## src/rtl/fsm_cmd_pkg.sv

```systemverilog
// Shared types and constants for the level-command transmitter.
// - state_e    : framing FSM states
// - cmd_code_e : level command encodings (11 is reserved)
// - entry_t    : FIFO entry {last, code}
// - level_onehot() : code -> {jos, mijloc, sus}
package fsm_cmd_pkg;

  typedef enum logic [2:0] {
    S_IDLE  = 3'b000,
    S_START = 3'b001,
    S_LEVEL = 3'b010,
    S_GAP   = 3'b011,
    S_END   = 3'b100
  } state_e;

  typedef enum logic [1:0] {
    CMD_JOS    = 2'b00,
    CMD_MIJLOC = 2'b01,
    CMD_SUS    = 2'b10,
    CMD_RSVD   = 2'b11
  } cmd_code_e;

  localparam int unsigned ENTRY_W = 3;

  typedef struct packed {
    logic       last;
    logic [1:0] code;
  } entry_t;

  // Returns {jos, mijloc, sus}; the reserved code maps to no level.
  function automatic logic [2:0] level_onehot(input logic [1:0] code);
    logic [2:0] oh;
    case (code)
      CMD_JOS:    oh = 3'b100;
      CMD_MIJLOC: oh = 3'b010;
      CMD_SUS:    oh = 3'b001;
      default:    oh = 3'b000;
    endcase
    return oh;
  endfunction

endpackage

```

## src/rtl/fsm_cmd_fifo.sv

```systemverilog
// Synchronous first-word-fall-through FIFO, DEPTH x WIDTH bits.
// Pointers carry one extra wrap bit so full and empty are distinguishable.
// Ports:
//   clk_i, rst_ni       clock, synchronous active-low reset
//   push_i, wdata_i     write request / data (ignored when full)
//   pop_i               read request (ignored when empty)
//   rdata_o             head entry, valid whenever empty_o is low
//   full_o, empty_o     status
//   count_o             number of stored entries
module fsm_cmd_fifo
  import fsm_cmd_pkg::*;
#(
  parameter int unsigned DEPTH = 4,
  parameter int unsigned WIDTH = ENTRY_W
) (
  input  logic                     clk_i,
  input  logic                     rst_ni,
  input  logic                     push_i,
  input  logic [WIDTH-1:0]         wdata_i,
  input  logic                     pop_i,
  output logic [WIDTH-1:0]         rdata_o,
  output logic                     full_o,
  output logic                     empty_o,
  output logic [$clog2(DEPTH):0]   count_o
);

  localparam int unsigned AW = $clog2(DEPTH);
  localparam int unsigned PW = AW + 1;

  logic [WIDTH-1:0] mem_q [DEPTH];
  logic [AW:0]      wptr_q, wptr_d, rptr_q, rptr_d;
  logic             do_push, do_pop;

  always_comb begin
    do_push = push_i & ~full_o;
    do_pop  = pop_i & ~empty_o;
    wptr_d  = do_push ? wptr_q + 1'b1 : wptr_q;
    rptr_d  = do_pop ? rptr_q + 1'b1 : rptr_q;
  end

  always_ff @(posedge clk_i) begin
    if (!rst_ni) begin
      wptr_q <= '0;
      rptr_q <= '0;
    end else begin
      wptr_q <= wptr_d;
      rptr_q <= rptr_d;
    end
  end

  // Storage needs no reset: nothing is read before it is written.
  always_ff @(posedge clk_i) begin
    if (do_push) begin
      mem_q[wptr_q[AW-1:0]] <= wdata_i;
    end
  end

  assign count_o = wptr_q - rptr_q;
  assign full_o  = (count_o == PW'(DEPTH));
  assign empty_o = (wptr_q == rptr_q);
  assign rdata_o = mem_q[rptr_q[AW-1:0]];

endmodule

```

## src/rtl/fsm_cmd_tx.sv

```systemverilog
// Transmit side of the start/jos/mijloc/sus/sfarsit level-FSM interface.
// Buffers level commands (valid/ready) and frames them as: start, one one-hot
// level pulse per command each followed by GAP_CYCLES idle cycles, then sfarsit.
// Ports:
//   clk, rst_n                      clock, synchronous active-low reset
//   cmd_valid/cmd_ready/cmd_code/cmd_last   producer handshake
//   start, jos, mijloc, sus, sfarsit        registered protocol pulses
//   busy                            FSM outside S_IDLE
//   err_code                        reserved code accepted and dropped
//   underrun                        FIFO empty when a level pulse was due
//   frame_cnt                       completed frames (only with FSM_CMD_TX_FRAME_CNT_EN)
module fsm_cmd_tx
  import fsm_cmd_pkg::*;
#(
  parameter int unsigned DEPTH      = 4,
  parameter int unsigned GAP_CYCLES = 1
) (
  input  logic       clk,
  input  logic       rst_n,
  input  logic       cmd_valid,
  output logic       cmd_ready,
  input  logic [1:0] cmd_code,
  input  logic       cmd_last,
  output logic       start,
  output logic       jos,
  output logic       mijloc,
  output logic       sus,
  output logic       sfarsit,
  output logic       busy,
  output logic       err_code,
  output logic       underrun
`ifdef FSM_CMD_TX_FRAME_CNT_EN
  ,
  output logic [7:0] frame_cnt
`endif
);

  localparam int unsigned    CntW    = $clog2(DEPTH) + 1;
  localparam logic [CntW-1:0] DepthC = CntW'(DEPTH);
  // Gap counter counts down to zero, so it is loaded with one less than the gap.
  localparam logic [3:0]     GapLoad = (GAP_CYCLES > 0) ? 4'(GAP_CYCLES - 1) : 4'd0;

  logic            rdy_en_q;
  logic            xfer, push, pop;
  logic            fifo_full, fifo_empty;
  logic [CntW-1:0] fifo_count;
  entry_t          head, wentry;

  state_e     state_q, state_d;
  logic [3:0] gap_q, gap_d;
  logic       last_q, last_d;
  logic       uflag_q, uflag_d;
  logic       emit_try;
  logic [2:0] lvl;

  logic start_q, start_d, jos_q, jos_d, mijloc_q, mijloc_d, sus_q, sus_d;
  logic sfarsit_q, sfarsit_d, busy_q, busy_d, err_q, err_d, under_q, under_d;

  // Ready is held low through reset and follows the occupancy only.
  assign cmd_ready = rdy_en_q & (fifo_count != DepthC);
  assign xfer      = cmd_valid & cmd_ready;
  assign push      = xfer & (cmd_code != CMD_RSVD) & ~fifo_full;
  assign wentry    = '{last: cmd_last, code: cmd_code};

  fsm_cmd_fifo #(
    .DEPTH (DEPTH),
    .WIDTH (ENTRY_W)
  ) u_fifo (
    .clk_i   (clk),
    .rst_ni  (rst_n),
    .push_i  (push),
    .wdata_i (wentry),
    .pop_i   (pop),
    .rdata_o (head),
    .full_o  (fifo_full),
    .empty_o (fifo_empty),
    .count_o (fifo_count)
  );

  // Outputs are computed for the state being entered, so each pulse is
  // visible in the cycle its state occupies.
  always_comb begin
    state_d   = state_q;
    gap_d     = gap_q;
    last_d    = last_q;
    uflag_d   = uflag_q;
    pop       = 1'b0;
    emit_try  = 1'b0;
    lvl       = 3'b000;
    start_d   = 1'b0;
    sfarsit_d = 1'b0;
    under_d   = 1'b0;

    unique case (state_q)
      S_IDLE: begin
        if (!fifo_empty) begin
          state_d = S_START;
          start_d = 1'b1;
        end
      end
      S_START: emit_try = 1'b1;
      S_LEVEL: begin
        // A level output high now means this cycle carries a popped pulse;
        // otherwise the FSM is waiting out an underrun.
        if (jos_q | mijloc_q | sus_q) begin
          if (GAP_CYCLES != 0) begin
            state_d = S_GAP;
            gap_d   = GapLoad;
          end else if (last_q) begin
            state_d   = S_END;
            sfarsit_d = 1'b1;
          end else begin
            emit_try = 1'b1;
          end
        end else begin
          emit_try = 1'b1;
        end
      end
      S_GAP: begin
        if (gap_q != 4'd0) begin
          gap_d = gap_q - 4'd1;
        end else if (last_q) begin
          state_d   = S_END;
          sfarsit_d = 1'b1;
        end else begin
          emit_try = 1'b1;
        end
      end
      S_END:   state_d = S_IDLE;
      default: state_d = S_IDLE;
    endcase

    if (emit_try) begin
      state_d = S_LEVEL;
      if (!fifo_empty) begin
        pop     = 1'b1;
        uflag_d = 1'b0;
        last_d  = head.last;
        lvl     = level_onehot(head.code);
      end else begin
        // One underrun pulse per empty episode.
        under_d = ~uflag_q;
        uflag_d = 1'b1;
      end
    end

    jos_d    = lvl[2];
    mijloc_d = lvl[1];
    sus_d    = lvl[0];
    busy_d   = (state_d != S_IDLE);
    err_d    = xfer & (cmd_code == CMD_RSVD);
  end

  always_ff @(posedge clk) begin
    if (!rst_n) begin
      rdy_en_q  <= 1'b0;
      state_q   <= S_IDLE;
      gap_q     <= 4'd0;
      last_q    <= 1'b0;
      uflag_q   <= 1'b0;
      start_q   <= 1'b0;
      jos_q     <= 1'b0;
      mijloc_q  <= 1'b0;
      sus_q     <= 1'b0;
      sfarsit_q <= 1'b0;
      busy_q    <= 1'b0;
      err_q     <= 1'b0;
      under_q   <= 1'b0;
    end else begin
      rdy_en_q  <= 1'b1;
      state_q   <= state_d;
      gap_q     <= gap_d;
      last_q    <= last_d;
      uflag_q   <= uflag_d;
      start_q   <= start_d;
      jos_q     <= jos_d;
      mijloc_q  <= mijloc_d;
      sus_q     <= sus_d;
      sfarsit_q <= sfarsit_d;
      busy_q    <= busy_d;
      err_q     <= err_d;
      under_q   <= under_d;
    end
  end

  assign start    = start_q;
  assign jos      = jos_q;
  assign mijloc   = mijloc_q;
  assign sus      = sus_q;
  assign sfarsit  = sfarsit_q;
  assign busy     = busy_q;
  assign err_code = err_q;
  assign underrun = under_q;

`ifdef FSM_CMD_TX_FRAME_CNT_EN
  logic [7:0] frame_cnt_q, frame_cnt_d;

  // Counts with the sfarsit pulse; reset aborts never reach it.
  always_comb begin
    frame_cnt_d = sfarsit_d ? frame_cnt_q + 8'd1 : frame_cnt_q;
  end

  always_ff @(posedge clk) begin
    if (!rst_n) begin
      frame_cnt_q <= 8'd0;
    end else begin
      frame_cnt_q <= frame_cnt_d;
    end
  end

  assign frame_cnt = frame_cnt_q;
`endif

endmodule
```

## config.mk

```make
export PLATFORM = sky130hd
export DESIGN_NAME = fsm_cmd_tx
export DESIGN_NICKNAME = d
export VERILOG_FILES = /design/src/rtl/fsm_cmd_pkg.sv /design/src/rtl/fsm_cmd_fifo.sv /design/src/rtl/fsm_cmd_tx.sv
export SDC_FILE = /design/constraint.sdc
export NUM_CORES = 1
export LEC_CHECK = 0
export ABC_AREA = 1
export BUFFER_PORTS_ARGS = -buffer_cell sky130_fd_sc_hd__buf_2
export CAP_MARGIN = 15
export CORE_MARGIN = 5
export CORE_UTILIZATION = 38
export CTS_CLUSTER_SIZE = 25
export DETAILED_ROUTE_END_ITERATION = 12
export PLACE_DENSITY = 0.64
export SYNTH_ARGS = -nofsm -noshare
export SYNTH_HDL_FRONTEND = slang
export SYNTH_SLANG_ARGS = --single-unit
```

## constraint.sdc

```tcl
create_clock -name clk -period 2.6 [get_ports clk]
set_clock_uncertainty 0.15 [all_clocks]
set_input_delay 0.52 -clock clk [delete_from_list [all_inputs] [get_ports clk]]
set_output_delay 0.52 -clock clk [all_outputs]
set_load 0.03 [all_outputs]
```

==> impl_metrics.env, run 1 <==
export IMPL_slowest_delay_ps=330
export IMPL_power_density_nw_per_um2=913
export IMPL_tns_ps=0
export IMPL_wire_per_inst_um=10.8
export IMPL_regToRegEndpoint="u_fifo.mem_q[3][2]"
export IMPL_tritoncts="built"
export IMPL_track_usage=0.107
export IMPL_mappedNetlistArea_um2=1680
export IMPL_drive_gt1_frac=0.166
export IMPL_synth_top_area_cell="dfxtp_1"
export IMPL_run_status="finished clean"
export IMPL_port_buffers=14
export IMPL_regToRegStartpoint="u_fifo.rptr_q[1]"
export IMPL_clk_insertion_delay_late_ps=280
export IMPL_reg2regPathDepth=7
export IMPL_vias=1204
export IMPL_fp_dieH_um=76.5
export IMPL_grt_max_degree=13
export IMPL_place_area_um2=1810
export IMPL_rrSetupSlack_ps=570
export IMPL_synth_top_family_by_area="simple AND/OR/NAND/NOR gates"
export IMPL_netlist_instances=190
export IMPL_synth_top_area_share=0.310
export IMPL_crit_arrival_ps=1570
export IMPL_clockBufferDepth=2
export IMPL_start_kind="flip-flop"
export IMPL_synth_compound_area_frac=0.0857
export IMPL_path_class="flip-flop to output pin"
export IMPL_fin_crit_sh=0.863
export IMPL_antenna_found_initial=0
export IMPL_cts_resized=0
export IMPL_post_place_cells=255
export IMPL_grt_pass1_vias=1167
export IMPL_routabilityCongestion=0.699
export IMPL_rsz0062_at_grt="false"
export IMPL_synth_xor_area_frac=0.00522
export IMPL_n_antenna_cell=0
export IMPL_stdcell_count=263
export IMPL_tightest_slew_ps=439
export IMPL_core_area_um2=4320
export IMPL_ys_seq_elements=38
export IMPL_clock_sinks=38
export IMPL_critPathMaxFanout=3
export IMPL_end_kind="output pin"
export IMPL_io_pins=15
export IMPL_h_tree_depth=2
export IMPL_grt_overflow=0
export IMPL_finalInstanceArea_um2=1900
export IMPL_ctsRootBufferMaster="clkbuf_8"
export IMPL_fill_cells=428
export IMPL_crit_chain="inv_1 > ha_1 > a21oi_1 > nand2_1 > nand3_1 > nand2_1 > inv_1 > buf_2"
export IMPL_firstDrtPassIters=4
export IMPL_layout_nets=225
export IMPL_start_util=0.388
export IMPL_fin_util=0.440
export IMPL_synth_adder_area_share=0.0671
export IMPL_synthSimpleGateAreaFrac=0.250
export IMPL_yosys_top_cells_area="dfxtp_1, edfxtp_1, nand2_1, ha_1, inv_1"
export IMPL_synth_nets=205
export IMPL_slew_viol_final=0
export IMPL_ys_warn_count=0
export IMPL_clkTransAtPathRegs_ps=70
export IMPL_hold_path_cell_count=1
export IMPL_max_freq_mhz=446
export IMPL_worst_ep_required_time_ps=1930
export IMPL_final_common_cell="nand2_1"
export IMPL_viasPerCell=4.58
export IMPL_hp_start="uflag_q"
export IMPL_max_cap_viol_count=0
export IMPL_wirelength_mm=2.84
export IMPL_ys_types=28
export IMPL_p_leak_nw=0.824
export IMPL_muxShareOfSynthArea=0
export IMPL_setup_violations=0
export IMPL_die_area_um2=5850
export IMPL_ant_nets=0
export IMPL_drtIter0Drc=59
export IMPL_layout_common_cells="nand2_1, inv_1, dfxtp_1"
export IMPL_final_hold_viol_count=0
export IMPL_period_minus_slack_ps=2240
export IMPL_row_count=24
export IMPL_yosysSeqAreaShare=0.525
export IMPL_syn2layout_area_growth_pct=13.3
export IMPL_postCtsHoldBufs=0
export IMPL_grt_pass1_wl_mm=5.04
export IMPL_drc_errors=0
export IMPL_dieWidth_um=76.5
export IMPL_post_cts_setup_buffers=0
export IMPL_cpLargestDelayFamily="flip-flops"
export IMPL_synth_avg_cell_area_um2=8.84
export IMPL_hp_class="flip-flop to flip-flop"
export IMPL_post_dp_hpwl_mm=2.15
export IMPL_critPathSlowestCell="dfxtp_1"
export IMPL_whs_endpoint="underrun"
export IMPL_numCtsBuffers=5
export IMPL_worst_path_buf_inv=3
export IMPL_peakVddDrop_uv=464
export IMPL_slew_headroom=0.707
==> worst max-delay path by stage <==
stage                     startpoint                  to  slack (ps)  cells past startpoint
finish              u_fifo.rptr_q[1]           cmd_ready         360                      8
global route        u_fifo.rptr_q[1]           cmd_ready         210                      8
detailed placement  u_fifo.rptr_q[1]  u_fifo.mem_q[3][0]         540                      7
CTS                 u_fifo.rptr_q[1]           cmd_ready         340                      8
floorplan           u_fifo.rptr_q[1]           cmd_ready         740                      7
global placement    u_fifo.rptr_q[1]  u_fifo.mem_q[3][1]         570                      7
==> cells by family after synthesis <==
family | Yosys count
fa+ha+maj | 9
xor+xnor | 1
flops | 38
compound gates | 25
simple gates | 87
buf+inv | 30
==> routing by layer <==
layer | vias to the layer above | share of wire | track usage
li1 | 652 | - | -
met2 | 14 | 0.44 | 0.158
met4 | 0 | 0.027 | 0.0594
met5 | - | 0 | 0
met1 | 533 | 0.49 | 0.131
met3 | 5 | 0.044 | 0.0426
==> cell usage after synthesis <==
cell type,instances
nand2_4,2
nor3_2,1
nor3_1,6
nand3b_1,1
nor3b_2,1
nand3_1,8
a21oi_1,11
nand4_1,1
a32oi_1,1
nor2_2,1
nand2_2,4
a211oi_1,1
a32o_1,1
xor2_1,1
nor2_1,20
edfxtp_1,12
nand3_2,2
o21a_1,2
o22ai_1,1
o21ai_0,7
nand2_1,38
clkbuf_1,1
nor2_4,2
ha_1,9
dfxtp_1,26
a31oi_1,1
inv_1,28
inv_2,1
==> per-stage QoR <==
| step | hold slack (ps) | setup WS, ps | power (W) |
|---|---|---|---|
| after global placement | 268 | 568 | 0.00133 |
| after global routing | 283 | 212 | 0.00188 |
| after CTS | 279 | 337 | 0.00176 |
| after detailed placement | 264 | 536 | 0.00134 |
| final | 276 | 356 | 0.00174 |
| after floorplan | 249 | 743 | 0.00122 |
==> worst reg2reg max path: stages, from the launching register on <==
cell and delay, ps:
dfxtp_1 330, inv_1 50, ha_1 310, a21oi_1 150, nand2_1 60, nand3_1 100, nand4_1 250, nor2_1 310
==> layout make-up <==
type | count | area [um2] | area share
Sequential cell | 38 | 881 | 0.463
Tap cell | 52 | 65.1 | 0.0342
Clock buffer | 7 | 86.3 | 0.0454
Timing Repair Buffer | 14 | 70.1 | 0.0368
Multi-Input combinational cell | 122 | 686 | 0.361
Inverter | 29 | 109 | 0.0572
Clock inverter | 1 | 5.00 | 0.00263
==> state kept, by name, summed over array words and instances (netlist names), 3 cells and up, named ones only <==
signal         flops
gap_q              4
u_fifo.rptr_q      3
state_q            3
u_fifo.wptr_q      3
u_fifo.mem_q      12
==> power breakdown <==
group	internal [W]	switching, W	total [W]
logic	0.000191	0.000377	0.000568
registers	0.000699	0.0000574	0.000757
clock network	0.000214	0.000198	0.000412
total	0.00110	0.000632	0.00174
Note: power is estimated with default switching activity, not from simulation.
==> run 2, diff against run 1 <==
Settings changed: SYNTH_HIERARCHICAL set to 1.
Clock period 2.6 ns to 2.5 ns, I/O delays scaled along.
==> run 2 against run 1 <==
Effect of this change: setup slack got worse by 340 ps; clock-buffer cell count fell by 1; critical path depth fell by 1; critical path type unchanged; largest cell class unchanged; sequential power fell by 2.9%.
==> impl_metrics.env, run 2 <==
export IMPL_run_status="finished clean"
export IMPL_n_antenna_cell=0
export IMPL_mappedNetlistArea_um2=1810
export IMPL_path_class="flip-flop to output pin"
export IMPL_tightest_slew_ps=283
export IMPL_layout_common_cells="inv_1, nand2_1, nor2_1, dfxtp_1, buf_2"
export IMPL_yosys_top_cells_area="dfxtp_1, edfxtp_1, ha_1, inv_1, nor2_1"
export IMPL_grt_pass1_vias=1390
export IMPL_drtIter0Drc=75
export IMPL_synth_edf_count=12
export IMPL_fp_dieH_um=79
export IMPL_clkTransAtPathRegs_ps=80
export IMPL_setup_violations=0
export IMPL_routabilityCongestion=0.813
export IMPL_postCtsHoldBufs=0
export IMPL_max_cap_viol_count=0
export IMPL_reg2regPathDepth=10
export IMPL_p_leak_nw=0.962
export IMPL_ant_nets=0
export IMPL_start_kind="flip-flop"
export IMPL_max_freq_mhz=403
export IMPL_final_hold_viol_count=0
export IMPL_track_usage=0.123
export IMPL_drc_errors=0
export IMPL_end_kind="output pin"
export IMPL_firstDrtPassIters=4
export IMPL_final_common_cell="inv_1"
export IMPL_ys_seq_elements=38
export IMPL_ctsRootBufferMaster="clkbuf_8"
export IMPL_synth_nets=222
export IMPL_slew_viol_final=0
export IMPL_dieWidth_um=79
export IMPL_clk_insertion_delay_late_ps=290
export IMPL_peakVddDrop_uv=426
export IMPL_layout_nets=249
export IMPL_clock_sinks=38
export IMPL_slew_headroom=0.811
export IMPL_die_area_um2=6240
export IMPL_ys_warn_count=6
export IMPL_synth_top_area_share=0.288
export IMPL_row_count=25
export IMPL_yosysMostFrequentCell="inv_1"
export IMPL_ys_top_cells_by_count="inv_1, nor2_1, nand2_1"
export IMPL_rrSetupSlack_ps=40
export IMPL_hp_class="flip-flop to flip-flop"
export IMPL_worst_ep_required_time_ps=1850
export IMPL_wire_per_inst_um=11.7
export IMPL_port_buffers=14
export IMPL_period_minus_slack_ps=2480
export IMPL_vias=1359
export IMPL_hold_slack_ps=267
export IMPL_synth_avg_cell_area_um2=8.78
export IMPL_crit_arrival_ps=1830
export IMPL_power_density_nw_per_um2=744
export IMPL_rsz0062_at_grt="true"
export IMPL_clockBufferDepth=2
export IMPL_io_pins=15
export IMPL_cp_endpoint="cmd_ready"
export IMPL_fill_cells=427
export IMPL_hold_path_cell_count=1
export IMPL_drive_gt1_frac=0.316
export IMPL_numCtsBuffers=5
export IMPL_start_util=0.388
export IMPL_post_dp_hpwl_mm=2.53
export IMPL_fin_util=0.468
export IMPL_wirelength_mm=3.36
export IMPL_grt_max_degree=16
export IMPL_core_area_um2=4660
export IMPL_h_tree_depth=2
export IMPL_synth_top_area_cell="dfxtp_1"
export IMPL_antenna_found_initial=0
export IMPL_regToRegStartpoint="u_fifo/wptr_q[0]"
export IMPL_regToRegEndpoint="u_fifo/mem_q[3][0]"
export IMPL_ys_types=29
export IMPL_grt_pass1_wl_mm=5.93
export IMPL_critPathMaxFanout=5
export IMPL_viasPerCell=4.72
export IMPL_tritoncts="built"
export IMPL_fin_crit_sh=0.993
export IMPL_dominantRegCellSynth="dfxtp_1"
export IMPL_largest_reg_flops=12
export IMPL_crit_path_start="u_fifo/wptr_q[0]"
export IMPL_yosysSeqAreaShare=0.487
export IMPL_synth_async_reset_ratio=0
export IMPL_grt_overflow=0
export IMPL_netlist_instances=206
export IMPL_syn2layout_area_growth_pct=20.7
[run 2: how the worst min path moves through the flow]
stage | from | end | slack [ps]
after detailed placement | uflag_q | underrun | 260
after CTS | uflag_q | underrun | 270
after global placement | uflag_q | underrun | 250
after floorplan | uflag_q | underrun | 240
final | uflag_q | underrun | 270
after global routing | uflag_q | underrun | 280
[run 2: area by class of cell]
type	instances	area, um2	area share
clock inverter	2	11.3	0.00516
sequential	38	886	0.406
tap	54	67.6	0.0309
multi-input combinational	133	881	0.403
clock buffer	6	82.6	0.0378
inverter	34	130	0.0596
timing repair buffer	21	125	0.0573
[run 2: routing by layer]
layer  track usage  up-vias  part of all wire
met3        0.0420        6             0.043
met1         0.137      609              0.46
met5             0        -                 0
met2         0.210       20              0.48
li1              -      724                 -
met4        0.0584        0             0.020
[run 2: through the flow]
step | setup WS (ps) | TNS (ps) | std cells | total power, W | cell area (um2)
2_1_floorplan | -22.7 | -136 | 206 | 0.00109 | 1850
3_3_place_gp | 136 | 0 | 276 | 0.00118 | 2010
3_5_place_dp | 39.2 | 0 | 276 | 0.00118 | 2010
4_1_cts | 1.20 | 0 | 284 | 0.00163 | 2100
5_1_grt | -83.6 | -730 | 288 | 0.00174 | 2180
6_report | 18.7 | 0 | 288 | 0.00163 | 2180
[run 2: kinds of logic (layout without fill, tap and decap cells)]
| group | Yosys count | in the layout | share of synthesized area |
|---|---|---|---|
| AO/OA/AOI/OAI | 26 | 26 | 0.0775 |
| buffers and inverters | 35 | 63 | 0.0747 |
| flip-flops | 38 | 38 | 0.487 |
| adder cells (fa/ha/maj) | 10 | 10 | 0.0733 |
| XOR/XNOR | 1 | 1 | 0.00484 |
| AND/OR/NAND/NOR | 96 | 96 | 0.283 |
[run 2: critical path, cell delays in order, from the launching register on]
cell	delay [ps]
dfxtp_4	370
inv_4	80
ha_4	130
inv_2	40
fa_2	560
nor2_2	50
a21boi_4	140
buf_4	180
[run 2: repair_timing]
item | in CTS | in global routing
setup buffers | 0 | 4
pin swaps | 1 | 8
setup endpoints to repair | 1 | 14
cloned | 0 | 0
resized for setup | 2 | 15
[run 2: power breakdown]
group          internal (W)  leakage (nW)  total [W]  switching [W]
clock network      0.000222        0.0515   0.000441       0.000219
logic              0.000156         0.590   0.000449       0.000293
registers          0.000693         0.321   0.000735      0.0000427
total               0.00107         0.962    0.00163       0.000554
==> run 3, diff against run 2 <==
Settings changed: ABC_AREA 1 to not set.
==> run 3 against run 2 <==
Effect of this change: setup slack improved by 37 ps; final cell count decreased by 20%; clock power increased by 37%; combinational power decreased by 68%; critical endpoint is now u_fifo/wptr_q[2].
==> impl_metrics.env, run 3 <==
export IMPL_run_status="finished clean"
export IMPL_worst_path_buf_inv=2
export IMPL_routabilityCongestion=0.843
export IMPL_numCtsBuffers=5
export IMPL_peakVddDrop_uv=302
export IMPL_grt_pass1_vias=1211
export IMPL_netlist_instances=150
export IMPL_worst_ep_required_time_ps=2540
export IMPL_start_util=0.396
export IMPL_port_buffers=14
export IMPL_stdcell_count=229
export IMPL_period_minus_slack_ps=2440
export IMPL_synth_top_area_cell="dfxtp_1"
export IMPL_tritoncts="built"
export IMPL_h_tree_depth=2
export IMPL_synth_top_area_share=0.300
export IMPL_ys_warn_count=6
export IMPL_pwr_share_comb=0.102
export IMPL_grt_pass1_wl_mm=5.59
export IMPL_postCtsHoldBufs=0
export IMPL_fin_crit_sh=0.978
export IMPL_critPathSlowestCell="fa_2"
export IMPL_regArea_um2=883
export IMPL_reg2regPathDepth=12
export IMPL_cp_endpoint="u_fifo/wptr_q[2]"
export IMPL_drc_errors=0
export IMPL_mappedNetlistArea_um2=1740
export IMPL_viasPerCell=5.15
export IMPL_rrSetupSlack_ps=60
export IMPL_clockBufferDepth=2
export IMPL_seqPwrFrac=0.474
export IMPL_tightest_slew_ps=679
export IMPL_critPathMaxFanout=5
export IMPL_core_area_um2=4380
export IMPL_slew_headroom=0.545
export IMPL_ctsRootBufferMaster="clkbuf_8"
export IMPL_post_place_cells=221
export IMPL_regToRegEndpoint="u_fifo/wptr_q[2]"
export IMPL_p_leak_nw=0.860
export IMPL_crit_path_start="u_fifo/wptr_q[0]"
export IMPL_antenna_found_initial=0
export IMPL_setup_violations=0
export IMPL_regToRegStartpoint="u_fifo/wptr_q[0]"
export IMPL_synth_edf_count=12
export IMPL_finalInstanceArea_um2=2100
export IMPL_multi_input_area_um2=856
export IMPL_synth_async_reset_ratio=0
export IMPL_synth_nets=166
export IMPL_place_area_um2=1960
export IMPL_fill_cells=406
export IMPL_ys_types=47
export IMPL_intPower_w=0.00110
export IMPL_yosysMostFrequentCell="dfxtp_1"
export IMPL_drtIter0Drc=25
export IMPL_dieWidth_um=77.6
export IMPL_io_pins=15
export IMPL_layout_common_cells="dfxtp_1, buf_2, edfxtp_1"
export IMPL_drive_gt1_frac=0.316
export IMPL_wirelength_mm=3.25
export IMPL_die_area_um2=6020
export IMPL_final_common_cell="dfxtp_1"
export IMPL_ant_nets=0
export IMPL_grt_max_degree=24
export IMPL_max_cap_viol_count=0
export IMPL_layout_nets=192
export IMPL_firstDrtPassIters=4
export IMPL_row_count=24
export IMPL_cpLargestDelayFamily="adder cells"
export IMPL_clk_insertion_delay_late_ps=290
export IMPL_n_antenna_cell=0
export IMPL_post_dp_hpwl_mm=2.41
export IMPL_slowest_delay_ps=530
export IMPL_wire_per_inst_um=14.2
export IMPL_dominantRegCellSynth="dfxtp_1"
export IMPL_yosys_top_cells_area="dfxtp_1, edfxtp_1, ha_1, mux4_2, nand2_1"
export IMPL_clock_sinks=38
export IMPL_syn2layout_area_growth_pct=21.3
export IMPL_path_class="flip-flop to flip-flop"
export IMPL_crit_arrival_ps=2480
export IMPL_synth_avg_cell_area_um2=11.6
export IMPL_vias=1180
export IMPL_ys_top_cells_by_count="dfxtp_1, nand2_1, edfxtp_1"
export IMPL_post_cts_setup_buffers=0
export IMPL_switching_share=0.224
export IMPL_p_switching_w=0.000319
export IMPL_end_kind="flip-flop"
export IMPL_crit_chain="inv_2 > ha_4 > inv_2 > fa_2 > nor2_2 > a21boi_4 > nand2_2 > a211oi_4 > nand2_2 > a21oi_4 > xor2_1 > and2_1"
export IMPL_worst_path_stages=12
export IMPL_yosysSeqAreaShare=0.508
export IMPL_rsz0062_at_grt="true"
export IMPL_clkPwrFrac=0.424
export IMPL_slew_viol_final=0
export IMPL_clkTransAtPathRegs_ps=80
export IMPL_grt_overflow=0
export IMPL_fp_dieH_um=77.6
export IMPL_hp_class="flip-flop to flip-flop"
export IMPL_ys_seq_elements=38
export IMPL_start_kind="flip-flop"
export IMPL_power_density_nw_per_um2=676
export IMPL_largest_reg_flops=12
export IMPL_max_freq_mhz=409
export IMPL_track_usage=0.118
export IMPL_final_hold_viol_count=0
## run 3: changes by cell type in the layout (fill, tap and decap cells not counted), sizes merged, moves of 4 or more
| cell | change |
|---|---|
| and3 | +4 |
| nand3 | -17 |
| a21oi | -8 |
| nor2 | -22 |
| and2 | +6 |
| inv | -25 |
| nor4b | +4 |
| nand2 | -22 |
| o21ai | -7 |
## run 3: kinds of logic (layout without fill, tap and decap cells)
family                   count (synthesis)  in the layout  synth area share
buffers and inverters                   12             39            0.0267
AND/OR/NAND/NOR                         59             59             0.203
AO/OA/AOI/OAI                           19             19            0.0908
XOR/XNOR                                 6              6            0.0389
adder cells (fa/ha/maj)                 10             10            0.0764
flip-flops                              38             38             0.508
multiplexers                             6              6            0.0562
## run 3: routing by layer
metal  wire length, um  GRT usage  vias up  part of all wire
met5                 0          0        -                 0
met4                59     0.0619        0             0.018
met3               145     0.0347        4             0.045
met2              1610      0.198       16              0.49
met1              1440      0.134      570              0.44
li1                  -          -      590                 -
## run 3: through the flow
step	total power, W	worst slack, ps	hold WS, ps	util	TNS, ps
CTS	0.00143	3.22	278	0.479	0
global placement	0.000826	78.8	263	0.447	0
detailed placement	0.000833	6.05	270	0.447	0
global route	0.00148	-99.3	276	0.480	-213
floorplan	0.000786	-145	248	-	-1290
finish	0.00142	55.6	282	0.480	0
## run 3: repair_timing
item,CTS,global route
pin swaps,1,5
gates resized for setup,2,2
endpoints found under the setup margin,2,14
## run 3: worst min-delay path by stage
stage,start,end,slack [ps],cells after the start
floorplan,uflag_q,underrun,250,1
global route,cmd_last,u_fifo/mem_q[2][2],280,1
detailed placement,uflag_q,underrun,270,1
global placement,uflag_q,underrun,260,1
CTS,cmd_last,u_fifo/mem_q[3][2],280,1
finish,uflag_q,underrun,280,1
## run 3: layout make-up
class	count	area share
Clock buffer	7	0.0511
Clock inverter	1	0.0143
Inverter	10	0.0178
Multi-Input combinational cell	100	0.407
Sequential cell	38	0.420
Tap cell	52	0.0309
Timing Repair Buffer	21	0.0595
## run 3: power groups by stage
stage          combinational (W)  sequential [W]  clock (W)
2_1_floorplan          0.0000931        0.000693          0
5_1_grt                 0.000160        0.000677   0.000640
4_1_cts                 0.000145        0.000674   0.000613
6_report                0.000145        0.000675   0.000602
3_3_place_gp            0.000139        0.000687          0
3_5_place_dp            0.000144        0.000689          0
